===== src/rtl/fir_sample_serializer_if.sv =====
// Sample handshake between the FIR output stage and the serializer.
// The master drives samples; the slave reports whether it can accept one.
interface fir_sample_serializer_if #(
    parameter int DATA_W = 16
);
    logic [DATA_W-1:0] y_in;
    logic              y_valid;
    logic              y_ready;

    modport master (output y_in, output y_valid, input  y_ready);
    modport slave  (input  y_in, input  y_valid, output y_ready);
endinterface


===== src/rtl/fir_sample_serializer.sv =====
// Buffers FIR output samples in a small FIFO and sends each one as a
// UART-style frame: start bit, DATA_W data bits MSB-first, stop bit.
module fir_sample_serializer #(
    parameter int DATA_W       = 16,
    parameter int DEPTH        = 4,
    parameter int CLKS_PER_BIT = 4
) (
    input  logic                    clk,
    input  logic                    rst,
    fir_sample_serializer_if.slave  s_if,
    output logic                    overflow,
    output logic                    tx_out,
    output logic                    busy
);
    localparam int PTR_W  = (DEPTH > 1) ? $clog2(DEPTH) : 1;
    localparam int CNT_W  = PTR_W + 1;
    localparam int BAUD_W = (CLKS_PER_BIT > 1) ? $clog2(CLKS_PER_BIT) : 1;
    localparam int IDX_W  = (DATA_W > 1) ? $clog2(DATA_W) : 1;

    typedef enum logic [1:0] {
        ST_IDLE  = 2'd0,
        ST_START = 2'd1,
        ST_DATA  = 2'd2,
        ST_STOP  = 2'd3
    } state_e;

    logic [DATA_W-1:0] mem_q [DEPTH];
    logic [PTR_W-1:0]  wr_ptr_q;
    logic [PTR_W-1:0]  rd_ptr_q;
    logic [CNT_W-1:0]  count_q;
    logic [CNT_W-1:0]  count_d;
    logic              y_ready_q;
    logic              overflow_q;

    state_e            state_q;
    logic [BAUD_W-1:0] baud_q;
    logic [IDX_W-1:0]  idx_q;
    logic [DATA_W-1:0] shreg_q;
    logic              tx_q;
    logic              busy_q;

    logic push_s;
    logic pop_s;
    logic baud_end_s;
    logic fifo_ne_s;

    assign push_s     = s_if.y_valid & y_ready_q;
    assign baud_end_s = (baud_q == BAUD_W'(CLKS_PER_BIT - 1));
    assign fifo_ne_s  = (count_q != CNT_W'(0));
    // A pop happens only when the FSM is ready to load a new frame.
    assign pop_s      = fifo_ne_s &
                        ((state_q == ST_IDLE) | ((state_q == ST_STOP) & baud_end_s));

    // Next FIFO occupancy from this cycle's push/pop pair.
    always_comb begin
        count_d = count_q;
        case ({push_s, pop_s})
            2'b10:   count_d = count_q + CNT_W'(1);
            2'b01:   count_d = count_q - CNT_W'(1);
            default: count_d = count_q;
        endcase
    end

    // FIFO storage; contents need no reset since occupancy guards reads.
    always_ff @(posedge clk) begin
        if (push_s) begin
            mem_q[wr_ptr_q] <= s_if.y_in;
        end
    end

    // FIFO pointers, occupancy and the registered ready/overflow flags.
    always_ff @(posedge clk or negedge rst) begin
        if (!rst) begin
            wr_ptr_q   <= '0;
            rd_ptr_q   <= '0;
            count_q    <= '0;
            y_ready_q  <= 1'b1;
            overflow_q <= 1'b0;
        end else begin
            if (push_s) begin
                wr_ptr_q <= wr_ptr_q + PTR_W'(1);
            end
            if (pop_s) begin
                rd_ptr_q <= rd_ptr_q + PTR_W'(1);
            end
            count_q    <= count_d;
            y_ready_q  <= (count_d != CNT_W'(DEPTH));
            overflow_q <= s_if.y_valid & ~y_ready_q;
        end
    end

    // Frame FSM; tx and busy are computed for the state being entered.
    always_ff @(posedge clk or negedge rst) begin
        if (!rst) begin
            state_q <= ST_IDLE;
            baud_q  <= '0;
            idx_q   <= '0;
            shreg_q <= '0;
            tx_q    <= 1'b1;
            busy_q  <= 1'b0;
        end else begin
            case (state_q)
                ST_IDLE: begin
                    baud_q <= '0;
                    idx_q  <= '0;
                    if (pop_s) begin
                        shreg_q <= mem_q[rd_ptr_q];
                        state_q <= ST_START;
                        tx_q    <= 1'b0;
                        busy_q  <= 1'b1;
                    end else begin
                        tx_q    <= 1'b1;
                        busy_q  <= 1'b0;
                    end
                end
                ST_START: begin
                    if (baud_end_s) begin
                        baud_q  <= '0;
                        idx_q   <= '0;
                        state_q <= ST_DATA;
                        tx_q    <= shreg_q[DATA_W-1];
                    end else begin
                        baud_q  <= baud_q + BAUD_W'(1);
                    end
                end
                ST_DATA: begin
                    if (baud_end_s) begin
                        baud_q  <= '0;
                        shreg_q <= shreg_q << 1;
                        if (idx_q == IDX_W'(DATA_W - 1)) begin
                            state_q <= ST_STOP;
                            tx_q    <= 1'b1;
                        end else begin
                            idx_q   <= idx_q + IDX_W'(1);
                            tx_q    <= shreg_q[DATA_W-2];
                        end
                    end else begin
                        baud_q  <= baud_q + BAUD_W'(1);
                    end
                end
                ST_STOP: begin
                    if (baud_end_s) begin
                        baud_q <= '0;
                        if (pop_s) begin
                            shreg_q <= mem_q[rd_ptr_q];
                            state_q <= ST_START;
                            tx_q    <= 1'b0;
                        end else begin
                            state_q <= ST_IDLE;
                            tx_q    <= 1'b1;
                            busy_q  <= 1'b0;
                        end
                    end else begin
                        baud_q <= baud_q + BAUD_W'(1);
                    end
                end
                default: begin
                    state_q <= ST_IDLE;
                    baud_q  <= '0;
                    tx_q    <= 1'b1;
                    busy_q  <= 1'b0;
                end
            endcase
        end
    end

    assign s_if.y_ready = y_ready_q;
    assign overflow     = overflow_q;
    assign tx_out       = tx_q;
    assign busy         = busy_q;
endmodule


===== src/flat_wrapper.sv =====
// flat-port wrapper written by rule: the top's interface ports become plain ports
module fir_sample_serializer_flat 
#(
    parameter int DATA_W       = 16,
    parameter int DEPTH        = 4,
    parameter int CLKS_PER_BIT = 4
)
  (clk, rst, overflow, tx_out, busy, s_if_y_in, s_if_y_valid, s_if_y_ready);
  fir_sample_serializer_if #(.DATA_W(DATA_W)) s_if_i ();
  input  logic clk;
  input  logic rst;
  output logic overflow;
  output logic tx_out;
  output logic busy;
  input wire logic [$bits(s_if_i.y_in)-1:0] s_if_y_in;
  input wire logic [$bits(s_if_i.y_valid)-1:0] s_if_y_valid;
  output wire logic [$bits(s_if_i.y_ready)-1:0] s_if_y_ready;
  assign s_if_i.y_in = s_if_y_in;
  assign s_if_i.y_valid = s_if_y_valid;
  assign s_if_y_ready = s_if_i.y_ready;
  fir_sample_serializer #(.DATA_W(DATA_W), .DEPTH(DEPTH), .CLKS_PER_BIT(CLKS_PER_BIT)) u_core (.clk(clk), .rst(rst), .s_if(s_if_i), .overflow(overflow), .tx_out(tx_out), .busy(busy));
endmodule

===== config.mk =====
export PLATFORM = sky130hd
export DESIGN_NAME = fir_sample_serializer_flat
export DESIGN_NICKNAME = d
export VERILOG_FILES = /design/src/rtl/fir_sample_serializer_if.sv /design/src/rtl/fir_sample_serializer.sv /design/src/flat_wrapper.sv
export SDC_FILE = /design/constraint.sdc
export NUM_CORES = 1
export LEC_CHECK = 0
export ABC_AREA = 1
export CAP_MARGIN = 25
export CORE_ASPECT_RATIO = 0.7
export CORE_MARGIN = 1.5
export CORE_UTILIZATION = 45
export DETAILED_ROUTE_END_ITERATION = 12
export PLACE_DENSITY_LB_ADDON = 0.05
export SLEW_MARGIN = 25
export SYNTH_ARGS = -nofsm -noshare
export SYNTH_HDL_FRONTEND = slang
export SYNTH_SLANG_ARGS = --single-unit

===== constraint.sdc =====
create_clock -name clk -period 2.5 [get_ports clk]
set_input_delay 0.25 -clock clk [delete_from_list [all_inputs] [get_ports clk]]
set_output_delay 0.25 -clock clk [all_outputs]
set_load 0.01 [all_outputs]

==> metrics.md, run 1 <==
| Metric | Value |
|---|---|
| Final Cycle Share | 0.892 |
| DIE AREA | 10300 sq um |
| Drt wl/cell | 14.7 um |
| Total track usage | 0.186 |
| Root Driver | clkbuf_16 |
| Fmax | 0.448 GHz |
| Largest net degree at the start of global routing | 36 |
| Dpl hpwl | 5.32 mm |
| Global-route wire length before repair | 14.5 mm |
| Total number of vias | 2863 |
| Syn nets | 458 |
| Initial Utilization | 0.473 |
| 1st-iter DRT viols | 185 |
| Top Ports | 23 |
| Critical path class | flip-flop to flip-flop |
| Util after Layout | 0.545 |
| Top Metal Used | met4 |
| Die H | 85.5 um |
| Final RePlAce weighted congestion | 0.731 |
| TNS Setup | 0 ns |
| Pwr Density | 1280 nW/um^2 |
| Yosys warning total | 0 |
| Req. time, crit path | 2.77 ns |
| Congestion Overflow GR | 0 |
| Setup Viol. Count Final | 0 |
| Post-synthesis cell type with the largest combined area | edfxtp_1 |
| Final Hold Fails | 0 |
| Row cnt | 29 |
| Critical Path Fanout Max | 6 |
| Layout net count | 487 |
| Drt drc | 0 |
| Via-to-Cell Ratio | 4.91 |
| Met2 WL | 3.70 mm |
| Cell count after synthesis | 425 |
| Port Buf Inserts | 22 |
| CTS Sinks | 99 |
| DRT Pass-1 Iters | 4 |
| Slowest cell delay on critical path | 0.41 ns |
| Max Transition Viols Final | 0 |
| Post-synth top area share | 0.439 |
| Layout cells sized above 1 | 0.0980 |
| Vias in the first global route | 2864 |
| Number of hold buffers added after CTS | 0 |
| Wire length on met3 | 586 um |
| CTS tree | yes |
| Register area share after synthesis | 0.639 |
| Top delay family on crit path | adder cells |
| Met1 WL | 4.17 mm |
| Total Power | 6.44 mW |
| Die width | 121 um |
| VDD IR max | 0.604 mV |
| CTS H-tree lvls | 3 |
| Worst R2R Start | u_core.state_q[1]$_DFFE_PN0P_ |
| R2R cell count | 13 |
| Max-slew headroom | 0.444 |
| Clock buffers created by TritonCTS | 9 |
| Crit path cell chain | inv_2 -> ha_1 -> inv_1 -> nand2_1 -> nand2_2 -> inv_2 -> ha_1 -> inv_1 -> fa_1 -> a21oi_1 -> o21ai_0 -> xnor2_1 -> nand2_1 |
| Clk_skew | 0.00402 ns |
| Finished Layout Cells | 583 |
| Reg2reg setup slack | 0.27 ns |
| Worst EP arrival | 2.50 ns |
| Core ar. | 9250 sq um |
| Syn Std Cell Area | 4380 sq um |
| Leak | 2.20 nW |
| Clk_lat worst skew | 0.34 ns |
| Post-Place Cells | 566 |
| Yosys cell types | 26 |
| Crit. End Element | flip-flop |
| P&R area growth vs syn | 15.2% |
| CP max-delay cell | dfrtp_1 |
| WP buf/inv | 4 |
| Drt total wl | 8.57 mm |
| Synth area leaders | edfxtp_1 (44%), dfrtp_1 (19%), nand2_1 (15%) |
| Final ANT Viol Nets | 0 |
| Clock-pin slew on the worst setup and hold paths | 0.06 ns |
| Maximum clock path buffer count | 2 |
| Worst Tran Pin Value | 0.833 ns |
| Average size of a mapped cell | 10.3 sq um |
| Max cap viols | 0 |
| Layout filler cell count | 852 |
| Status | finished clean |
| Terminus of the critical flop-to-flop path | u_core.s_if.y_ready$_DFF_PN1_ |
| Initial antenna violation count | 0 |
| Setup crit start kind | flip-flop |
| Diode count | 0 |
| Hold WC Path Type | input port to asynchronous set/reset pin |
| Yosys reg bits | 99 |
| Final min period | 2.23 ns |
## cells by family (layout without fill, tap and decap cells)
group,count (synthesis),count (layout),synth area share
AOI/OAI and AO/OA,13,13,0.0149
xor gates and xnor gates,5,5,0.0100
adders and majority gates,14,14,0.0417
buffers and inverters,40,74,0.0423
DFF,99,99,0.639
and+or+nand+nor,254,254,0.252
## through the flow
stage	worst slack, ns	hold slack, ns	instance area, sq um
finish	0.269	0.0113	5040
global placement	0.309	0.414	4730
floorplan	0.452	-0.0456	4380
CTS	0.170	0.0362	5030
global route	-0.000946	0.0744	5040
detailed placement	0.194	0.402	4730
## routing by layer
metal | vias to the layer above | track usage
li1 | 1448 | -
met2 | 69 | 0.287
met3 | 11 | 0.0445
met1 | 1335 | 0.261
met5 | - | 0
met4 | 0 | 0.0642
## power by group
part	total [mW]	internal [mW]	switching (mW)
Clock	1.38	0.830	0.552
Sequential	2.42	2.24	0.182
Combinational	2.64	0.898	1.74
Total	6.44	3.97	2.48
## area by class of cell
cell class	count	area [sq um]	share of cell area
Inverter	25	93.8	0.0186
Clock inverter	2	35.0	0.00695
Tap cell	124	155	0.0308
Sequential cell	99	2800	0.555
Clock buffer	14	264	0.0523
Timing Repair Buffer	33	298	0.0590
Multi-Input combinational cell	286	1400	0.277
## worst max-delay path by stage
stage | from | to | slack, ns | cells past startpoint
finish | u_core.state_q[1]$_DFFE_PN0P_ | u_core.s_if.y_ready$_DFF_PN1_ | 0.27 | 13
floorplan | u_core.state_q[1]$_DFFE_PN0P_ | u_core.s_if.y_ready$_DFF_PN1_ | 0.45 | 13
CTS | u_core.state_q[0]$_DFFE_PN0P_ | u_core.s_if.y_ready$_DFF_PN1_ | 0.17 | 12
global route | u_core.state_q[1]$_DFFE_PN0P_ | u_core.s_if.y_ready$_DFF_PN1_ | -0.0009 | 13
detailed placement | u_core.state_q[0]$_DFFE_PN0P_ | u_core.s_if.y_ready$_DFF_PN1_ | 0.19 | 13
global placement | u_core.state_q[0]$_DFFE_PN0P_ | u_core.s_if.y_ready$_DFF_PN1_ | 0.31 | 12
## cell usage in the layout, fill, tap and decap left out, types with 4 or more instances in the layout
master           instances
buf_4                   11
edfxtp_1                64
nand3_1                 52
clkbuf_16                9
clkdlybuf4s50_1         21
nand2_1                172
inv_2                    6
ha_1                    12
nand2_2                  4
dfrtp_1                 32
o21ai_0                 10
inv_1                   19
nor2_1                  16
## sequential cells by signal (all words and copies together), names as in the netlist, 2 cells and up
name             count
u_core.mem_q        64
u_core.shreg_q      16
u_core.idx_q         4
u_core.count_q       3
u_core.baud_q        2
u_core.rd_ptr_q      2
u_core.state_q       2
u_core.wr_ptr_q      2
## Yosys cell counts
cell / n
a21oi_1: 3
dfrtp_1: 33
ha_1: 13
nand3b_1: 1
or2_2: 1
nand2_2: 4
nor3_1: 1
xor2_1: 3
nand2_4: 2
nand3_4: 1
nand3_1: 52
o21ai_0: 10
buf_4: 3
buf_8: 1
xnor2_1: 2
inv_1: 22
fa_1: 1
edfxtp_1: 64
nor2_8: 2
dfstp_2: 2
clkbuf_1: 1
nor2_1: 16
nand2_1: 172
nand4_1: 2
inv_2: 3
buf_2: 10
## worst reg2reg max path, cell delays in order (launching register included)
cell and delay [ns]:
dfrtp_1 0.41, inv_2 0.12, ha_1 0.19, inv_1 0.05
nand2_1 0.07, nand2_2 0.10, inv_2 0.11, ha_1 0.14
inv_1 0.07, fa_1 0.39, a21oi_1 0.14, o21ai_0 0.11
xnor2_1 0.19, nand2_1 0.07
## repair_timing
item | 4_1_cts | 5_1_grt
setup buffers | 0 | 1
resized for setup | 0 | 5
setup endpoints to repair | 0 | 2
No activity file was read; power rests on OpenSTA's default activity.
==> run 2: changes to the inputs <==
--- a/config.mk
+++ b/config.mk
@@ -11,6 +11,7 @@
 export CORE_MARGIN = 1.5
 export CORE_UTILIZATION = 45
 export DETAILED_ROUTE_END_ITERATION = 12
+export GPL_TIMING_DRIVEN = 0
 export PLACE_DENSITY_LB_ADDON = 0.05
 export SLEW_MARGIN = 25
 export SYNTH_ARGS = -nofsm -noshare
==> run 2 against run 1 <==
Against the previous run: die area stayed put; largest power group unchanged; critical endpoint unchanged; clock power grew 9%; core utilization is 1.4 points higher; critical path type unchanged; via count is 2.6% higher; final area rose by 2.6%; fmax decreased by 0.31%; worst setup slack lost 0.0069 ns; combinational power up 5%; power is 4.0% higher.
==> metrics.md, run 2 (synthesis results as in run 1) <==
| Metric | Value |
|---|---|
| Port Buf Inserts | 22 (unchanged) |
| Hold WC Path Type | input port to asynchronous set/reset pin (unchanged) |
| P&R area growth vs syn | 18.1% (was 15.2%) |
| DRT Pass-1 Iters | 5 (was 4) |
| Logic pwr share | 0.415 (was 0.410) |
| Most frequent cells in the layout | nand2_1 (172), edfxtp_1 (64), nand3_1 (52) (unchanged) |
| Critical path class | flip-flop to flip-flop (unchanged) |
| Reg2reg setup slack | 0.26 ns (was 0.27 ns) |
| Unrepaired setup endpoints after global routing | no |
| CTS Sinks | 99 (unchanged) |
| Setup crit start kind | flip-flop (unchanged) |
| Worst R2R Start | u_core.state_q[0]$_DFFE_PN0P_ (was u_core.state_q[1]$_DFFE_PN0P_) |
| Initial antenna violation count | 0 (unchanged) |
| Reg power frac | 0.362 (was 0.376) |
| Terminus of the critical flop-to-flop path | u_core.s_if.y_ready$_DFF_PN1_ (unchanged) |
| Dpl hpwl | 6.15 mm (was 5.32 mm) |
| Status | finished clean (unchanged) |
| Layout cells sized above 1 | 0.128 (was 0.0980) |
| Pwr Density | 1290 nW/um^2 (was 1280 nW/um^2) |
| Slowest cell delay on critical path | 0.45 ns (was 0.41 ns) |
| Layout filler cell count | 837 (was 852) |
| VDD IR max | 0.588 mV (was 0.604 mV) |
| Worst EP arrival | 2.51 ns (was 2.50 ns) |
| Root Driver | clkbuf_16 (unchanged) |
| Total Power | 6.70 mW (was 6.44 mW) |
| Congestion Overflow GR | 0 (unchanged) |
| Clock share of power | 0.223 (was 0.215) |
| Max Transition Viols Final | 0 (unchanged) |
| Die H | 85.5 um (unchanged) |
| Core ar. | 9250 sq um (unchanged) |
| 1st-iter DRT viols | 184 (was 185) |
| DIE AREA | 10300 sq um (unchanged) |
| Crit path cell chain | inv_2 -> ha_1 -> inv_1 -> nand2_1 -> nand2_2 -> inv_4 -> ha_1 -> inv_1 -> fa_1 -> a21oi_1 -> o21ai_0 -> xnor2_1 -> nand2_1 (was inv_2 -> ha_1 -> inv_1 -> nand2_1 -> nand2_2 -> inv_2 -> ha_1 -> inv_1 -> fa_1 -> a21oi_1 -> o21ai_0 -> xnor2_1 -> nand2_1) |
| CTS H-tree lvls | 3 (unchanged) |
| Drt wl/cell | 15.1 um (was 14.7 um) |
| Largest net degree at the start of global routing | 24 (was 36) |
| Util after Layout | 0.559 (was 0.545) |
| Clk_skew | 0.00663 ns (was 0.00402 ns) |
| NetSw | 2.61 mW (was 2.48 mW) |
| P_int | 4.09 mW (was 3.97 mW) |
| R2R cell count | 13 (unchanged) |
| Top delay family on crit path | adder cells (unchanged) |
| Max cap viols | 0 (unchanged) |
| Final Cycle Share | 0.895 (was 0.892) |
| Clock-pin slew on the worst setup and hold paths | 0.07 ns (was 0.06 ns) |
| Crit. End Element | flip-flop (unchanged) |
| Die width | 121 um (unchanged) |
| Switching share of power | 0.389 (was 0.384) |
| Largest regs | u_core.mem_q x64, u_core.shreg_q x16, u_core.idx_q x4 (unchanged) |
| Final ANT Viol Nets | 0 (unchanged) |
| Req. time, crit path | 2.77 ns (about the same) |
| Final min period | 2.24 ns (was 2.23 ns) |
| Clock buffers created by TritonCTS | 9 (unchanged) |
| Initial Utilization | 0.473 (unchanged) |
| Drt drc | 0 (unchanged) |
| WP buf/inv | 4 (unchanged) |
| Clk_lat worst skew | 0.34 ns (about the same) |
| Setup Viol. Count Final | 0 (unchanged) |
| Leak | 2.25 nW (was 2.20 nW) |
| Row cnt | 29 (unchanged) |
| Commonest non-fill, non-tap cell in the layout | nand2_1 (unchanged) |
| Critical Path Fanout Max | 6 (unchanged) |
| Global-route wire length before repair | 14.9 mm (was 14.5 mm) |
| Fmax | 0.447 GHz (was 0.448 GHz) |
| Drt total wl | 8.93 mm (was 8.57 mm) |
| Top Ports | 23 (unchanged) |
| Worst Tran Pin Value | 0.576 ns (was 0.833 ns) |
| Reg with most FFs | u_core.mem_q (unchanged) |
| Total track usage | 0.194 (was 0.186) |
| Max-slew headroom | 0.616 (was 0.444) |
| Final Hold Fails | 0 (unchanged) |
| Total number of vias | 2938 (was 2863) |
| Diode count | 0 (unchanged) |
| Max reg flops | 64 (unchanged) |
| CTS tree | yes (unchanged) |
| Via-to-Cell Ratio | 4.95 (was 4.91) |
| Final RePlAce weighted congestion | 0.775 (was 0.731) |
| Vias in the first global route | 2900 (was 2864) |
| Layout net count | 497 (was 487) |
| Maximum clock path buffer count | 2 (unchanged) |
| CP max-delay cell | dfrtp_2 (was dfrtp_1) |
-- run 2: cell count changes in the layout (fill, tap and decap cells not counted), sizes merged --
| cell | previous run | this run |
|---|---|---|
| dlygate4sd3 | 0 | 1 |
| clkbuf | 14 | 10 |
| buf | 12 | 20 |
| inv | 25 | 28 |
| bufinv | 1 | 2 |
| clkinvlp | 0 | 1 |
-- run 2: worst register-to-register path: cells and delay by family, from the launching register on --
family / cells / cell delay (ns)
flops: 1 / 0.45
simple gates: 3 / 0.25
fa+ha+maj: 3 / 0.68
xor+xnor: 1 / 0.21
compound gates: 2 / 0.26
buf+inv: 4 / 0.31
-- run 2: final cells by class --
| class | count | area (sq um) | area share |
|---|---|---|---|
| Tap cell | 124 | 155 | 0.0300 |
| Sequential cell | 99 | 2800 | 0.542 |
| Timing Repair Buffer | 28 | 298 | 0.0576 |
| Inverter | 25 | 96.3 | 0.0186 |
| Buffer | 15 | 91.3 | 0.0177 |
| Clock buffer | 9 | 225 | 0.0435 |
| Multi-Input combinational cell | 286 | 1410 | 0.272 |
| Clock inverter | 7 | 98.8 | 0.0191 |
-- run 2: how the worst max path moves through the flow --
stage | startpoint | to | slack [ns] | cells past startpoint
floorplan | u_core.state_q[1]$_DFFE_PN0P_ | u_core.s_if.y_ready$_DFF_PN1_ | 0.45 | 13
global placement | s_if_y_valid | u_core.mem_q[2][2]$_DFFE_PP_ | -0.13 | 3
detailed placement | u_core.state_q[0]$_DFFE_PN0P_ | u_core.s_if.y_ready$_DFF_PN1_ | 0.13 | 12
CTS | u_core.state_q[0]$_DFFE_PN0P_ | u_core.s_if.y_ready$_DFF_PN1_ | 0.11 | 12
global route | u_core.state_q[0]$_DFFE_PN0P_ | u_core.s_if.y_ready$_DFF_PN1_ | 0.01 | 13
finish | u_core.state_q[0]$_DFFE_PN0P_ | u_core.s_if.y_ready$_DFF_PN1_ | 0.26 | 13
-- run 2: metal layers --
layer / wire, um / GRT usage / vias up
met5: 0 / 0 / -
met4: 138 / 0.0706 / 0
met3: 456 / 0.0539 / 10
met2: 3810 / 0.290 / 62
met1: 4530 / 0.275 / 1398
li1: - / - / 1468
-- run 2: through the flow --
step           instances  TNS, ns  hold slack, ns  setup slack (ns)  instance area, sq um
2_1_floorplan        425        0         -0.0456             0.452                  4380
3_3_place_gp         571    -6.58           0.429            -0.126                  4750
3_5_place_dp         576        0           0.179             0.132                  4830
4_1_cts              593        0           0.346             0.107                  5170
5_1_grt              593        0           0.370            0.0123                  5170
6_report             593        0           0.348             0.262                  5170
-- run 2: power groups by stage --
stage / Combinational, mW / Sequential, mW / Clock [mW]
3_5_place_dp: 2.80 / 2.45 / 0
6_report: 2.78 / 2.42 / 1.50
2_1_floorplan: 2.00 / 2.42 / 0
3_3_place_gp: 2.68 / 2.45 / 0
4_1_cts: 2.81 / 2.42 / 1.54
5_1_grt: 3.21 / 2.47 / 1.60
-- run 2: repair_timing --
item / CTS / global route
hold buffers: 1 / 0
setup buffers: 0 / 0
gates resized for setup: 0 / 6
hold endpoints to repair: 11 / 0
setup endpoints to repair: 0 / 2
==> RTL edit (settings of run 1) <==
Re-encode `state_e` (4 states) as one-hot, 4 bits wide.
--- a/src/rtl/fir_sample_serializer.sv
+++ b/src/rtl/fir_sample_serializer.sv
@@ -17,11 +17,11 @@
     localparam int BAUD_W = (CLKS_PER_BIT > 1) ? $clog2(CLKS_PER_BIT) : 1;
     localparam int IDX_W  = (DATA_W > 1) ? $clog2(DATA_W) : 1;
 
-    typedef enum logic [1:0] {
-        ST_IDLE  = 2'd0,
-        ST_START = 2'd1,
-        ST_DATA  = 2'd2,
-        ST_STOP  = 2'd3
+    typedef enum logic [3:0] {
+        ST_IDLE  = 4'b0001,
+        ST_START = 4'b0010,
+        ST_DATA  = 4'b0100,
+        ST_STOP  = 4'b1000
     } state_e;
 
     logic [DATA_W-1:0] mem_q [DEPTH];
Formal check against the unedited RTL: same outputs for any inputs over 10 cycles, from zero or initial values and one cycle with rst low; not proved beyond that.
==> RTL edit against run 1 <==
Worst hold slack improved by 0.0080 ns; setup slack improved by 0.018 ns; sequential share of layout area grew 1.2 points; critical path depth unchanged; wire length increased by 1.2%; non-clock buffer count decreased by 3; design area decreased by 0.32%; synthesized area up 0.34%; global-route usage rose by 0.29 points; sequential cell count increased by 2.
Power is not compared: it rests on default switching activity, and its combinational part moved more than twofold at a synthesized area within 25%.
==> RTL edit: results (changes against run 1) <==
stage,metric,value,unit,change
placement,hpwlAfterDp,5.43,mm,+2.0%
route,via_per_inst,4.98,,+1.5%
finish,top_regs,"u_core.mem_q: 64 flops, u_core.shreg_q: 16 flops",,
route,first_pass_iters,4,,unchanged
synthesis,postSynth.asyncResetShare,36.6,%,+1.3 points
placement,dpl_cell_area,4740,um^2,about the same
placement,gp_congestion,0.797,,+8.9%
finish,layout.cells.non_filler,576,,-1.2%
route,drtIter0Drc,165,,-11%
critical_path,path_max_fanout,5,,-1
finish,multi_input_area,1310,um^2,-6.0%
synthesis,yosys_warnings,0,,unchanged
synthesis,synth_common_cells,"115 x nand2_1, 64 x edfxtp_1, 58 x nand3_1",,
hold_path,hold_class,input pin to async pin,,
synthesis,syn_inst,422,,-0.71%
timing,worst_pin_slew,0.875,ns,+0.0411 ns
global_route,grt_start_max_net_pins,38,,+5.6%
synthesis,synth_area_leaders,"edfxtp_1 44%, dfrtp_1 19%, nand2_1 9.8%",,
placement,dpl_worst_slack,0.249,ns,+0.0548 ns
synthesis,synth_edf_count,64,,unchanged
outcome,outcome,"complete, no violations",,
synthesis,syn_nets,449,,-2.0%
critical_path,cp_slowest_cell,dfstp_2,,
clock_network,clock_path_buffers,2,,unchanged
pwr,vdd_ir_drop_max,0.450,mV,
critical_path,cp_num_buf_inv,3,,-1
global_route,antenna_found_initial,0,,unchanged
placement,dp_cells,560,,-1.1%
finish,num-nets-final,474,,-2.7%
timing,skew,0.00675,ns,+0.00273 ns
synthesis,synth_cell_type_count,31,,+19%
route,wl_per_cell,15.1,um,+2.4%
global_route,grt_pass1_vias,2850,,-0.49%
critical_path,slowest_delay,0.56,ns,+0.15 ns
critical_path,arrival,2.48,ns,-0.02 ns
clock_network,clockRootBuffer,clkbuf_16,,
finish,drive_above_1_share,11.3,%,+1.5 points
critical_path,critPathTopFamily,flip-flops,,
placement,port_buffers,22,,unchanged
global_route,grt.total_usage,18.9,%,+0.29 points
synthesis,yosysSeqAreaShare,64.9,%,+0.95 points
clock_network,clkTransAtPathRegs,0.06,ns,about the same
global_route,grt_pass1_wl,14.6,mm,+0.23%
finish,fill_cells,855,,+0.35%
finish,n_antenna_cell,0,,unchanged
RTL edit: layout make-up:
cell class	instances	area share, %
clock buffer	11	4.63
multi-input combinational	267	26.1
tap	124	3.09
clock inverter	5	1.05
timing repair buffer	30	5.48
sequential	101	56.7
inverter	38	2.94
RTL edit: kinds of logic (layout without fill, tap and decap cells):
| kind of cell | Yosys count | after routing | synth area share (%) |
|---|---|---|---|
| simple gates | 210 | 210 | 21.0 |
| flops | 101 | 101 | 64.9 |
| buf+inv | 54 | 84 | 5.35 |
| compound gates | 44 | 44 | 5.35 |
| fa+ha+maj | 8 | 8 | 2.45 |
| xor+xnor | 5 | 5 | 0.997 |
RTL edit: timing repair:
item                       CTS  global route
gates resized for setup      0             3
buffers inserted             0             0
setup endpoints to repair    0             1
RTL edit: worst paths after layout:
check / from / endpoint / slack, ns / cells past startpoint
min in group clk: s_if_y_valid / u_core.overflow / 0.45 / 3
worst max register to register: u_core.state_q[0] / u_core.s_if.y_ready / 0.29 / 13
worst min-delay path: rst / u_core.idx_q[3] / 0.02 / 1
worst min register to register: u_core.shreg_q[0] / u_core.shreg_q[0] / 0.47 / 2
max in group asynchronous: rst / u_core.wr_ptr_q[0] / 1.92 / 1
worst max-delay path: u_core.state_q[0] / u_core.s_if.y_ready / 0.29 / 13
RTL edit: power by group:
group	internal, mW	switching, mW	total [mW]
registers	2.04	0.0651	2.11
clock network	0.770	0.574	1.34
logic	0.155	0.312	0.468
total	2.97	0.952	3.92
RTL edit: metal layers:
layer / GRT usage, % / part of all wire, % / wire [um]
met5: 0 / 0 / 0
met4: 6.42 / 1.3 / 117
met3: 5.25 / 3.0 / 260
met2: 28.2 / 44 / 3790
met1: 26.8 / 52 / 4500
